**src/rtl/key_event_decoder.sv**
```systemverilog
// PS/2 scan-byte parser with event FIFO, modifier tracking and a small voice/volume engine.
// Ports: clk/clrn; data/ready/nextdata_n byte handshake; ev_* FIFO head and pop;
//   ev_overflow/ovf_clr sticky drop flag; shift/ctrl/alt/capslock modifiers;
//   audio_ena gating voice_active/voice_note/volume.
module key_event_decoder #(
  parameter int FIFO_DEPTH = 8,
  parameter int NUM_VOICES = 4,
  parameter int VOL_MAX    = 80,
  parameter int VOL_INIT   = 77
) (
  input  logic                      clk,
  input  logic                      clrn,
  input  logic [7:0]                data,
  input  logic                      ready,
  output logic                      nextdata_n,
  output logic                      ev_valid,
  output logic [7:0]                ev_code,
  output logic                      ev_ext,
  output logic                      ev_break,
  output logic                      ev_repeat,
  input  logic                      ev_ready,
  output logic                      ev_overflow,
  input  logic                      ovf_clr,
  output logic                      shift,
  output logic                      ctrl,
  output logic                      alt,
  output logic                      capslock,
  input  logic                      audio_ena,
  output logic [NUM_VOICES-1:0]     voice_active,
  output logic [3*NUM_VOICES-1:0]   voice_note,
  output logic [6:0]                volume
);

  localparam int AW = $clog2(FIFO_DEPTH);
  localparam int CW = AW + 1;
  localparam logic [CW-1:0] DEPTH_C = CW'(FIFO_DEPTH);
  localparam logic [6:0] VMAX  = 7'(VOL_MAX);
  localparam logic [6:0] VINIT = 7'(VOL_INIT);
  localparam logic [2:0] VLAST = 3'(NUM_VOICES - 1);

  typedef enum logic [1:0] {
    IDLE, GOT_E0, GOT_F0, GOT_E0F0
  } state_t;

  typedef struct packed {
    logic [7:0] code;
    logic       ext;
    logic       brk;
    logic       rep;
  } ev_t;

  state_t r_state, w_state_n;
  logic r_ack, w_take, w_evt;
  logic w_is_e0, w_is_f0, w_is_drop;
  logic r_pend, r_pext, r_pbrk;
  logic [7:0] r_pcode;
  logic [255:0] r_held_p, r_held_e;
  logic w_rep;
  ev_t w_ev, w_head;
  ev_t r_mem [FIFO_DEPTH];
  logic [AW-1:0] r_wp, r_rp;
  logic [CW-1:0] r_cnt;
  logic w_pop, w_full, w_wr, w_drop;
  logic r_ovf, r_caps;
  logic [NUM_VOICES-1:0] r_vact, w_vact_n;
  logic [NUM_VOICES-1:0][2:0] r_vnote, w_vnote_n;
  logic [2:0] r_steal, w_steal_n, w_sel, w_nidx;
  logic [6:0] r_vol, w_vol_n;
  logic w_nhit, w_found, w_free;

  // byte handshake: one consume, then one ack cycle
  assign w_take     = ready & ~r_ack;
  assign nextdata_n = ~r_ack;

  assign w_is_e0   = (data == 8'hE0);
  assign w_is_f0   = (data == 8'hF0);
  assign w_is_drop = (data == 8'h00) | (data == 8'hE1) | (data == 8'hFF);

  always_comb begin
    w_state_n = r_state;
    w_evt     = 1'b0;
    if (w_take) begin
      unique case (1'b1)
        w_is_e0: begin
          if (r_state == IDLE) w_state_n = GOT_E0;
        end
        w_is_f0: begin
          if (r_state == IDLE) w_state_n = GOT_F0;
          else if (r_state == GOT_E0) w_state_n = GOT_E0F0;
        end
        w_is_drop: w_state_n = IDLE;
        default: begin
          w_evt     = 1'b1;
          w_state_n = IDLE;
        end
      endcase
    end
  end

  always_ff @(posedge clk or negedge clrn) begin
    if (!clrn) begin
      r_ack   <= 1'b0;
      r_state <= IDLE;
      r_pend  <= 1'b0;
      r_pcode <= '0;
      r_pext  <= 1'b0;
      r_pbrk  <= 1'b0;
    end else begin
      r_ack   <= w_take;
      r_state <= w_state_n;
      r_pend  <= w_evt;
      if (w_evt) begin
        r_pcode <= data;
        r_pext  <= (r_state == GOT_E0) | (r_state == GOT_E0F0);
        r_pbrk  <= (r_state == GOT_F0) | (r_state == GOT_E0F0);
      end
    end
  end

  assign w_rep = ~r_pbrk & (r_pext ? r_held_e[r_pcode] : r_held_p[r_pcode]);
  assign w_ev  = {r_pcode, r_pext, r_pbrk, w_rep};

  always_ff @(posedge clk or negedge clrn) begin
    if (!clrn) begin
      r_held_p <= '0;
      r_held_e <= '0;
      r_caps   <= 1'b0;
    end else if (r_pend) begin
      if (r_pext) r_held_e[r_pcode] <= ~r_pbrk;
      else        r_held_p[r_pcode] <= ~r_pbrk;
      if (!r_pext && !r_pbrk && !w_rep && r_pcode == 8'h58)
        r_caps <= ~r_caps;
    end
  end

  assign shift    = r_held_p[8'h12] | r_held_p[8'h59];
  assign ctrl     = r_held_p[8'h14] | r_held_e[8'h14];
  assign alt      = r_held_p[8'h11] | r_held_e[8'h11];
  assign capslock = r_caps;

  // FIFO: a pop frees the slot for a same-cycle push when full
  assign w_pop  = (r_cnt != '0) & ev_ready;
  assign w_full = (r_cnt == DEPTH_C);
  assign w_wr   = r_pend & (~w_full | w_pop);
  assign w_drop = r_pend & w_full & ~w_pop;

  always_ff @(posedge clk) begin
    if (w_wr) r_mem[r_wp] <= w_ev;
  end

  always_ff @(posedge clk or negedge clrn) begin
    if (!clrn) begin
      r_wp  <= '0;
      r_rp  <= '0;
      r_cnt <= '0;
      r_ovf <= 1'b0;
    end else begin
      if (w_wr)  r_wp <= r_wp + 1'b1;
      if (w_pop) r_rp <= r_rp + 1'b1;
      if (w_wr && !w_pop)      r_cnt <= r_cnt + 1'b1;
      else if (!w_wr && w_pop) r_cnt <= r_cnt - 1'b1;
      if (w_drop)       r_ovf <= 1'b1;
      else if (ovf_clr) r_ovf <= 1'b0;
    end
  end

  assign w_head      = r_mem[r_rp];
  assign ev_valid    = (r_cnt != '0);
  assign ev_code     = w_head.code;
  assign ev_ext      = w_head.ext;
  assign ev_break    = w_head.brk;
  assign ev_repeat   = w_head.rep;
  assign ev_overflow = r_ovf;

  always_comb begin
    w_nhit = 1'b1;
    w_nidx = 3'd0;
    unique case (r_pcode)
      8'h1C: w_nidx = 3'd0;
      8'h1B: w_nidx = 3'd1;
      8'h23: w_nidx = 3'd2;
      8'h2B: w_nidx = 3'd3;
      8'h34: w_nidx = 3'd4;
      8'h33: w_nidx = 3'd5;
      8'h3B: w_nidx = 3'd6;
      8'h42: w_nidx = 3'd7;
      default: w_nhit = 1'b0;
    endcase
  end

  always_comb begin
    w_vact_n  = r_vact;
    w_vnote_n = r_vnote;
    w_steal_n = r_steal;
    w_vol_n   = r_vol;
    w_found   = 1'b0;
    w_free    = 1'b0;
    w_sel     = 3'd0;
    if (!audio_ena) begin
      w_vact_n = '0;
    end else if (r_pend && !r_pext) begin
      if (w_nhit && r_pbrk) begin
        for (int i = 0; i < NUM_VOICES; i++)
          if (r_vact[i] && r_vnote[i] == w_nidx) w_vact_n[i] = 1'b0;
      end else if (w_nhit && !w_rep) begin
        for (int i = 0; i < NUM_VOICES; i++)
          if (r_vact[i] && r_vnote[i] == w_nidx) w_found = 1'b1;
        // descending scan so the lowest free voice wins
        for (int i = NUM_VOICES - 1; i >= 0; i--)
          if (!r_vact[i]) begin
            w_free = 1'b1;
            w_sel  = 3'(i);
          end
        if (!w_found) begin
          if (!w_free) begin
            w_sel     = r_steal;
            w_steal_n = (r_steal == VLAST) ? 3'd0 : r_steal + 3'd1;
          end
          for (int i = 0; i < NUM_VOICES; i++)
            if (3'(i) == w_sel) begin
              w_vact_n[i]  = 1'b1;
              w_vnote_n[i] = w_nidx;
            end
        end
      end
      if (!r_pbrk && r_pcode == 8'h16 && r_vol < VMAX)
        w_vol_n = r_vol + 7'd1;
      if (!r_pbrk && r_pcode == 8'h1E && r_vol != 7'd0)
        w_vol_n = r_vol - 7'd1;
    end
  end

  always_ff @(posedge clk or negedge clrn) begin
    if (!clrn) begin
      r_vact  <= '0;
      r_vnote <= '0;
      r_steal <= 3'd0;
      r_vol   <= VINIT;
    end else begin
      r_vact  <= w_vact_n;
      r_vnote <= w_vnote_n;
      r_steal <= w_steal_n;
      r_vol   <= w_vol_n;
    end
  end

  assign voice_active = r_vact;
  assign voice_note   = r_vnote;
  assign volume       = r_vol;

endmodule

```
**config.mk**
```make
export PLATFORM = sky130hd
export DESIGN_NAME = key_event_decoder
export DESIGN_NICKNAME = d
export VERILOG_FILES = /design/src/rtl/key_event_decoder.sv
export SDC_FILE = /design/constraint.sdc
export NUM_CORES = 1
export LEC_CHECK = 0
export ABC_CLOCK_PERIOD_IN_PS = 3600
export CORE_MARGIN = 4
export CORE_UTILIZATION = 50
export DETAILED_ROUTE_END_ITERATION = 7
export GPL_TIMING_DRIVEN = 0
export HOLD_SLACK_MARGIN = 0.05
export PLACE_DENSITY_LB_ADDON = 0.08
export SLEW_MARGIN = 20
export SYNTH_ARGS = -nofsm -noshare
export SYNTH_HDL_FRONTEND = slang
export SYNTH_SLANG_ARGS = --single-unit
```
**constraint.sdc**
```tcl
create_clock -name clk -period 3.6 [get_ports clk]
set_clock_uncertainty 0.2 [all_clocks]
set_input_delay 0.36 -clock clk [delete_from_list [all_inputs] [get_ports clk]]
set_output_delay 0.36 -clock clk [all_outputs]
set_load 0.005 [all_outputs]
```
; ---- Yosys cells after proc, flatten, opt, wreduce, memory -nomap -nowiden
; Memories as Yosys holds them, arrays and structs flattened.
; Cells that the tools add are included.
[word_totals]
reg_bits = 564
latch_bits = 0
ram_bits = 88
mem_bits_ro = 0
in_bits = 14
output_inout_bits = 41
word_cells = 208
n_memories = 1
[memory_table]
columns = memory, depth, word_bits, read_ports, rd_clocked_by_memory_dff, write_ports, line
row1 = r_mem, 8, 11, 1, 0, 1, 60  ; ev_t r_mem [FIFO_DEPTH];
[classes]
add_sub_neg = 7
mul = 0
div_mod_pow = 0
magnitude_cmp = 3
eq_ne = 40
shifts = 0
n_mux = 65
bitwise_logic = 23
reduce_logical = 46
[op_table]
columns = cell, n
row1 = $bwmux W256, 2
row2 = $eq A8 B6 Y1 const B, 5
row3 = $mux W1, 35
row4 = $eq A8 B5 Y1 const B, 4
row5 = $eq A8 B8 Y1 const B, 4
row6 = $mux W3, 10
row7 = $reduce_and A6 Y1, 5
row8 = $mux W4, 7
row9 = $pmux W3 S7, 1
row10 = $reduce_and A5 Y1, 4
row11 = $ne A3 B1 Y1 const B, 6
row12 = $logic_and A1 B1 Y1, 17
row13 = $bmux W1 S8, 2
row14 = $eq A8 B7 Y1 const B, 2
row15 = $mux W7, 2
row16 = $eq A3 B3 Y1, 4
row17 = $ne A3 B2 Y1 const B, 4
row18 = $add A3 B1 Y3 const B, 3
row19 = $lt A8 B9 Y1 const B, 1
row20 = $not A1 Y1, 9
row21 = $demux W1 S8, 1
row22 = $ge A8 B1 Y1 const B, 1
row23 = $logic_not A8 Y1, 1
row24 = $mux W2, 4
row25 = 26 further kinds, 50

; ---- Longest topological paths before layout
[depth]
depth_word = 24
ltp_mapped = 19
mapped_depth_nobuf = 14

; ---- Worst setup path before layout
; No wires, ideal clock.
[synth_timing]
kind = flip-flop to flip-flop
from = register r_pcode[0]
to = register r_vol[6] (netlist: volume[6])
setup_time_ps = 81
arrival_time_ps = 3451
t_required_ps = 3319
slack_ps = -132
path_stages_with_launch = 20
path_buffers = 6
period_less_slack_ps = 3732
cell_sequence = dfrtp_1 > buf_6 > buf_6 > buf_6 > buf_4 > buf_4 > buf_2 > nand2b_1 > nor2_1 > nand3_1 > inv_1 > ha_1 > nor2b_1 > o21ai_0 > nand2b_1 > a21o_1 > a21oi_1 > xnor2_1 > nand2_1 > xnor2_1
[synth_via]
elab_chain_len = 5
elab_cells_between_ends = 9
classes_between = 2 x eq/ne / 1 x mux / 6 x reduce/logical
[synth_rtl]
columns = item, line
row1 = start: declaration, 56  ; logic [7:0] r_pcode;
row2 = start signal: assignment, 113  ; r_pcode <= data;
row3 = $eq A8 B5 Y1 (on tied branches), "226, 228"
row4 = $logic_and A1 B1 Y1 (on tied branches) (2 in a row), "226, 228"
row5 = $reduce_bool A2 Y1 (no source line), --
row6 = $reduce_and A3 Y1 (no source line), --
row7 = end signal: assignment, 243  ; r_vol <= w_vol_n;
row8 = end: declaration, 68  ; logic [6:0] r_vol, w_vol_n;
; Parallel ways exist; a longest one is shown, timed or not.
; A chain may end at the register's enable or synchronous reset.

; ---- Worst setup path after layout
[layout_timing]
from = register r_pcode[0]
to = register r_vnote, in the netlist voice_note[11]
[layout_via]
elab_chain_len = 14
elab_cells_between_ends = 39
classes_between = 12 x eq/ne / 15 x mux / 3 x bitwise / 9 x reduce/logical
[layout_rtl]
columns = item, line
row1 = $eq A8 B7 Y1 (tied with other cells), 178  ; unique case (r_pcode)
row2 = $pmux W3 S7, 178
row3 = $eq A3 B3 Y1, 207  ; if (r_vact[i] && r_vnote[i] == w_nidx) w_found = 1'b1;
row4 = $logic_and A1 B1 Y1, 207
row5 = $mux W1 (4 in a row), 207
row6 = $mux W1, 205  ; end else if (w_nhit && !w_rep) begin
row7 = $mux W1, 202  ; if (w_nhit && r_pbrk) begin
row8 = $mux W1, 201  ; end else if (r_pend && !r_pext) begin
row9 = $mux W1, 199  ; if (!audio_ena) begin
row10 = $not A1 Y1 (no source line), --
row11 = $reduce_and A6 Y1 (no source line), --
row12 = end signal: assignment, 241  ; r_vnote <= w_vnote_n;
row13 = end: declaration, 66  ; logic [NUM_VOICES-1:0][2:0] r_vnote, w_vnote_n;
; Parallel ways exist; a longest one is shown, timed or not. The select of a mux whose other input is x is not followed.

==> flow_metrics.env <==
export IMPL_yosysSeqAreaShare_pct=53.9
export IMPL_run_status="finished, violations left"
export IMPL_synth_area_mm2=0.0311
export IMPL_grt_overflow=0
export IMPL_cts_tree="built"
export IMPL_cts_max_level=3
export IMPL_path_max_fanout=9
export IMPL_hold_class="in -> reg"
export IMPL_ys_ff_latch=652
export IMPL_use_met1_pct=48.1
export IMPL_grtUsageTotal_pct=35.6
export IMPL_yosysUniqueCellTypes=76
export IMPL_crit_chain="buf_12 > buf_16 > buf_6 > mux4_2 > and4_4 > a2111oi_4 > nand4_1 > nor3_2 > o2111ai_4 > buf_6 > nand2_4 > nand4b_1 > buf_6 > mux2_4"
export IMPL_cts_made_buffers=73
export IMPL_maxSlewViolCount=0
export IMPL_setup_viol=27
export IMPL_crit_arrival_ns=4.19
export IMPL_drt_wl_total_mm=121
export IMPL_drtIter0Drc=4438
export IMPL_globalRouteMet2Util_pct=53.5
export IMPL_grt_met3_usage_pct=9.42
export IMPL_antenna_found_initial=4
export IMPL_p_per_area_mw_per_mm2=572
export IMPL_slowest_stage="mux4_2"
export IMPL_worstSkewPairLatency_ns=0.62
export IMPL_synth_avg_cell_area_um2=11.5
export IMPL_drt_pass1_iter_count=7
export IMPL_crit_type="reg -> reg"
export IMPL_fin_cells=3793
export IMPL_end_kind="flip-flop"
export IMPL_tns_ns=-5.25
export IMPL_fp_dieH_um=257
export IMPL_fp_row_count=91
export IMPL_final_cell_mix="o21ai_0, dfrtp_1, o31ai_1, clkbuf_1, mux4_2"
export IMPL_fp_dieW_um=257
export IMPL_required_ns=3.89
export IMPL_violations="negative setup slack"
export IMPL_synthArstFlopShare_pct=86.5
export IMPL_crit_top_cell="buf_6"
export IMPL_clock_sinks=652
export IMPL_grt_pass1_vias=26200
export IMPL_ios=55
export IMPL_synth_edf_count=88
export IMPL_vias_per_cell=7.05
export IMPL_route_detailed_drc=0
export IMPL_areaGrowthSynthToFinish_pct=18.9
export IMPL_clk_path_buf_depth=3
export IMPL_tightest_slew_ns=1.17
export IMPL_vdd_ir_drop_max_uv=361
export IMPL_antenna_left=0
export IMPL_critPathTopFamily="simple AND/OR/NAND/NOR gates"
export IMPL_fmax_mhz=257
export IMPL_clk_pin_slew_ns=0.06
export IMPL_place_gp_congestion=0.957
export IMPL_finish_utilization_pct=59.9
export IMPL_dr_total_vias=26700
export IMPL_start_util_pct=50.4
export IMPL_top_usage_layer="met2"
export IMPL_grt_start_max_net_pins=99
export IMPL_die_area_mm2=0.0663
export IMPL_portBuffers=54
export IMPL_hold_viol_final=0
export IMPL_max_stage_delay_ns=0.50
export IMPL_relSlewSlack_pct=21.7
export IMPL_fin_nets=2925
export IMPL_final_common_cell="o21ai_0"
export IMPL_grt_pass1_wl_mm=175
export IMPL_period_share_pct=108
export IMPL_ys_flop_type="dfrtp_1"
export IMPL_ys_warn_count=0
export IMPL_dp_hpwl_mm=80.0
export IMPL_syn_inst=2695
export IMPL_max_cap_viol_count=0
export IMPL_crit_buf_inv=5
export IMPL_fin_hold_ws_ns=0.116
export IMPL_drive_gt1_share_pct=18.0
export IMPL_power_leakage_uw=0.0148
export IMPL_layout_setup_ws_ns=-0.296
export IMPL_coreArea_mm2=0.0617
export IMPL_synth_nets=2722
export IMPL_root_buffer="clkbuf_16"
export IMPL_routedWlPerCell_um=31.9
export IMPL_crit_path_start_kind="flip-flop"
export IMPL_period_needed_ns=3.90
export IMPL_dp_cells=3596
export IMPL_total_power_uw=21100
export IMPL_rsz0062_at_grt="yes"
[what timing repair did]
| action | 4_1_cts | 5_1_grt |
|---|---|---|
| setup buffers | 24 | 41 |
| endpoints found under the hold margin | 287 | 0 |
| resized for setup | 180 | 117 |
| endpoints found under the setup margin | 506 | 138 |
| hold buffers | 3 | 0 |
| pin swaps | 14 | 34 |
| cloned | 0 | 1 |
[sequential cells by signal, indices dropped and copies added, names as in the netlist, 2 cells and up]
name / count
voice_note: 12
r_steal: 3
r_state: 2
r_held_p: 256
r_mem: 88
voice_active: 4
r_rp: 3
r_pcode: 8
r_held_e: 256
volume: 7
r_cnt: 4
r_wp: 3
[cells in the mapped netlist (11+ instances only)]
cell,number,area [um2]
o21ai_0,579,2900
dfrtp_1,560,14000
o31ai_1,460,3450
clkbuf_1,261,980
mux4_2,119,2680
nand2_1,116,435
edfxtp_1,88,2640
mux2i_1,77,771
a22oi_1,47,353
nor2_1,41,154
mux2_2,31,349
nand3_1,26,130
a21oi_1,21,105
xnor2_1,21,184
nor3_1,20,100
buf_2,18,90.1
nor2b_1,15,93.8
buf_1,14,52.6
mux2_1,12,135
ha_1,11,138
[layout make-up]
cell class,instances,area [um2]
antenna,1,2.50
buffer,306,1720
clock buffer,101,2130
clock inverter,31,297
fill,5074,24700
inverter,13,58.8
multi-input combinational,1719,13500
sequential,652,16800
tap,837,1050
timing repair buffer,133,1430
[worst reg2reg max path, delay by kind of cell (launching register included)]
kind | cells | cell delay, ns
and+or+nand+nor | 5 | 0.88
AOI/OAI and AO/OA | 2 | 0.61
muxes | 2 | 0.79
DFF | 1 | 0.44
buffers and inverters | 5 | 0.83
[power by group]
part / leakage [uW] / internal [uW] / switching [uW]
combinational: 0.00507 / 1900 / 3060
sequential: 0.00856 / 8130 / 405
clock: 0.00121 / 4510 / 3140
[cell families (layout without fill, tap and decap cells)]
family | Yosys count | count (layout) | synth area share (%)
compound gates | 1156 | 1156 | 23.3
xor+xnor | 28 | 28 | 0.788
fa+ha+maj | 13 | 13 | 0.571
buf+inv | 324 | 584 | 4.32
flops | 652 | 652 | 53.9
mux | 239 | 239 | 12.6
other cells | 0 | 1 | 0
simple gates | 283 | 283 | 4.52
[metrics by stage]
step	area [um2]	worst slack, ns
floorplan	31100	0.0153
global placement	32700	-23.03
detailed placement	32900	-1.71
CTS	36100	-0.326
global route	37000	-0.318
finish	37000	-0.296
[worst paths after layout]
path / start / endpoint / slack (ns) / depth (start not counted)
worst max-delay path: r_pcode[0] / voice_note[11] / -0.30 / 14
worst min-delay path: ovf_clr / ev_overflow / 0.12 / 2
worst max register to register: r_pcode[0] / voice_note[11] / -0.30 / 14
worst min register to register: capslock / capslock / 0.26 / 1
max in group asynchronous: clrn / r_held_p[231] / 1.30 / 4
min in group asynchronous: clrn / r_held_p[176] / 0.56 / 3
[metal layers]
layer,share of wire (%),up-vias,routed length [um]
met5,0.022,-,27
met4,6.3,4,7610
met2,44,1873,53500
met1,38,13600,45900
met3,11,467,13900
li1,-,10800,-
(Power assumes the default switching activity.)
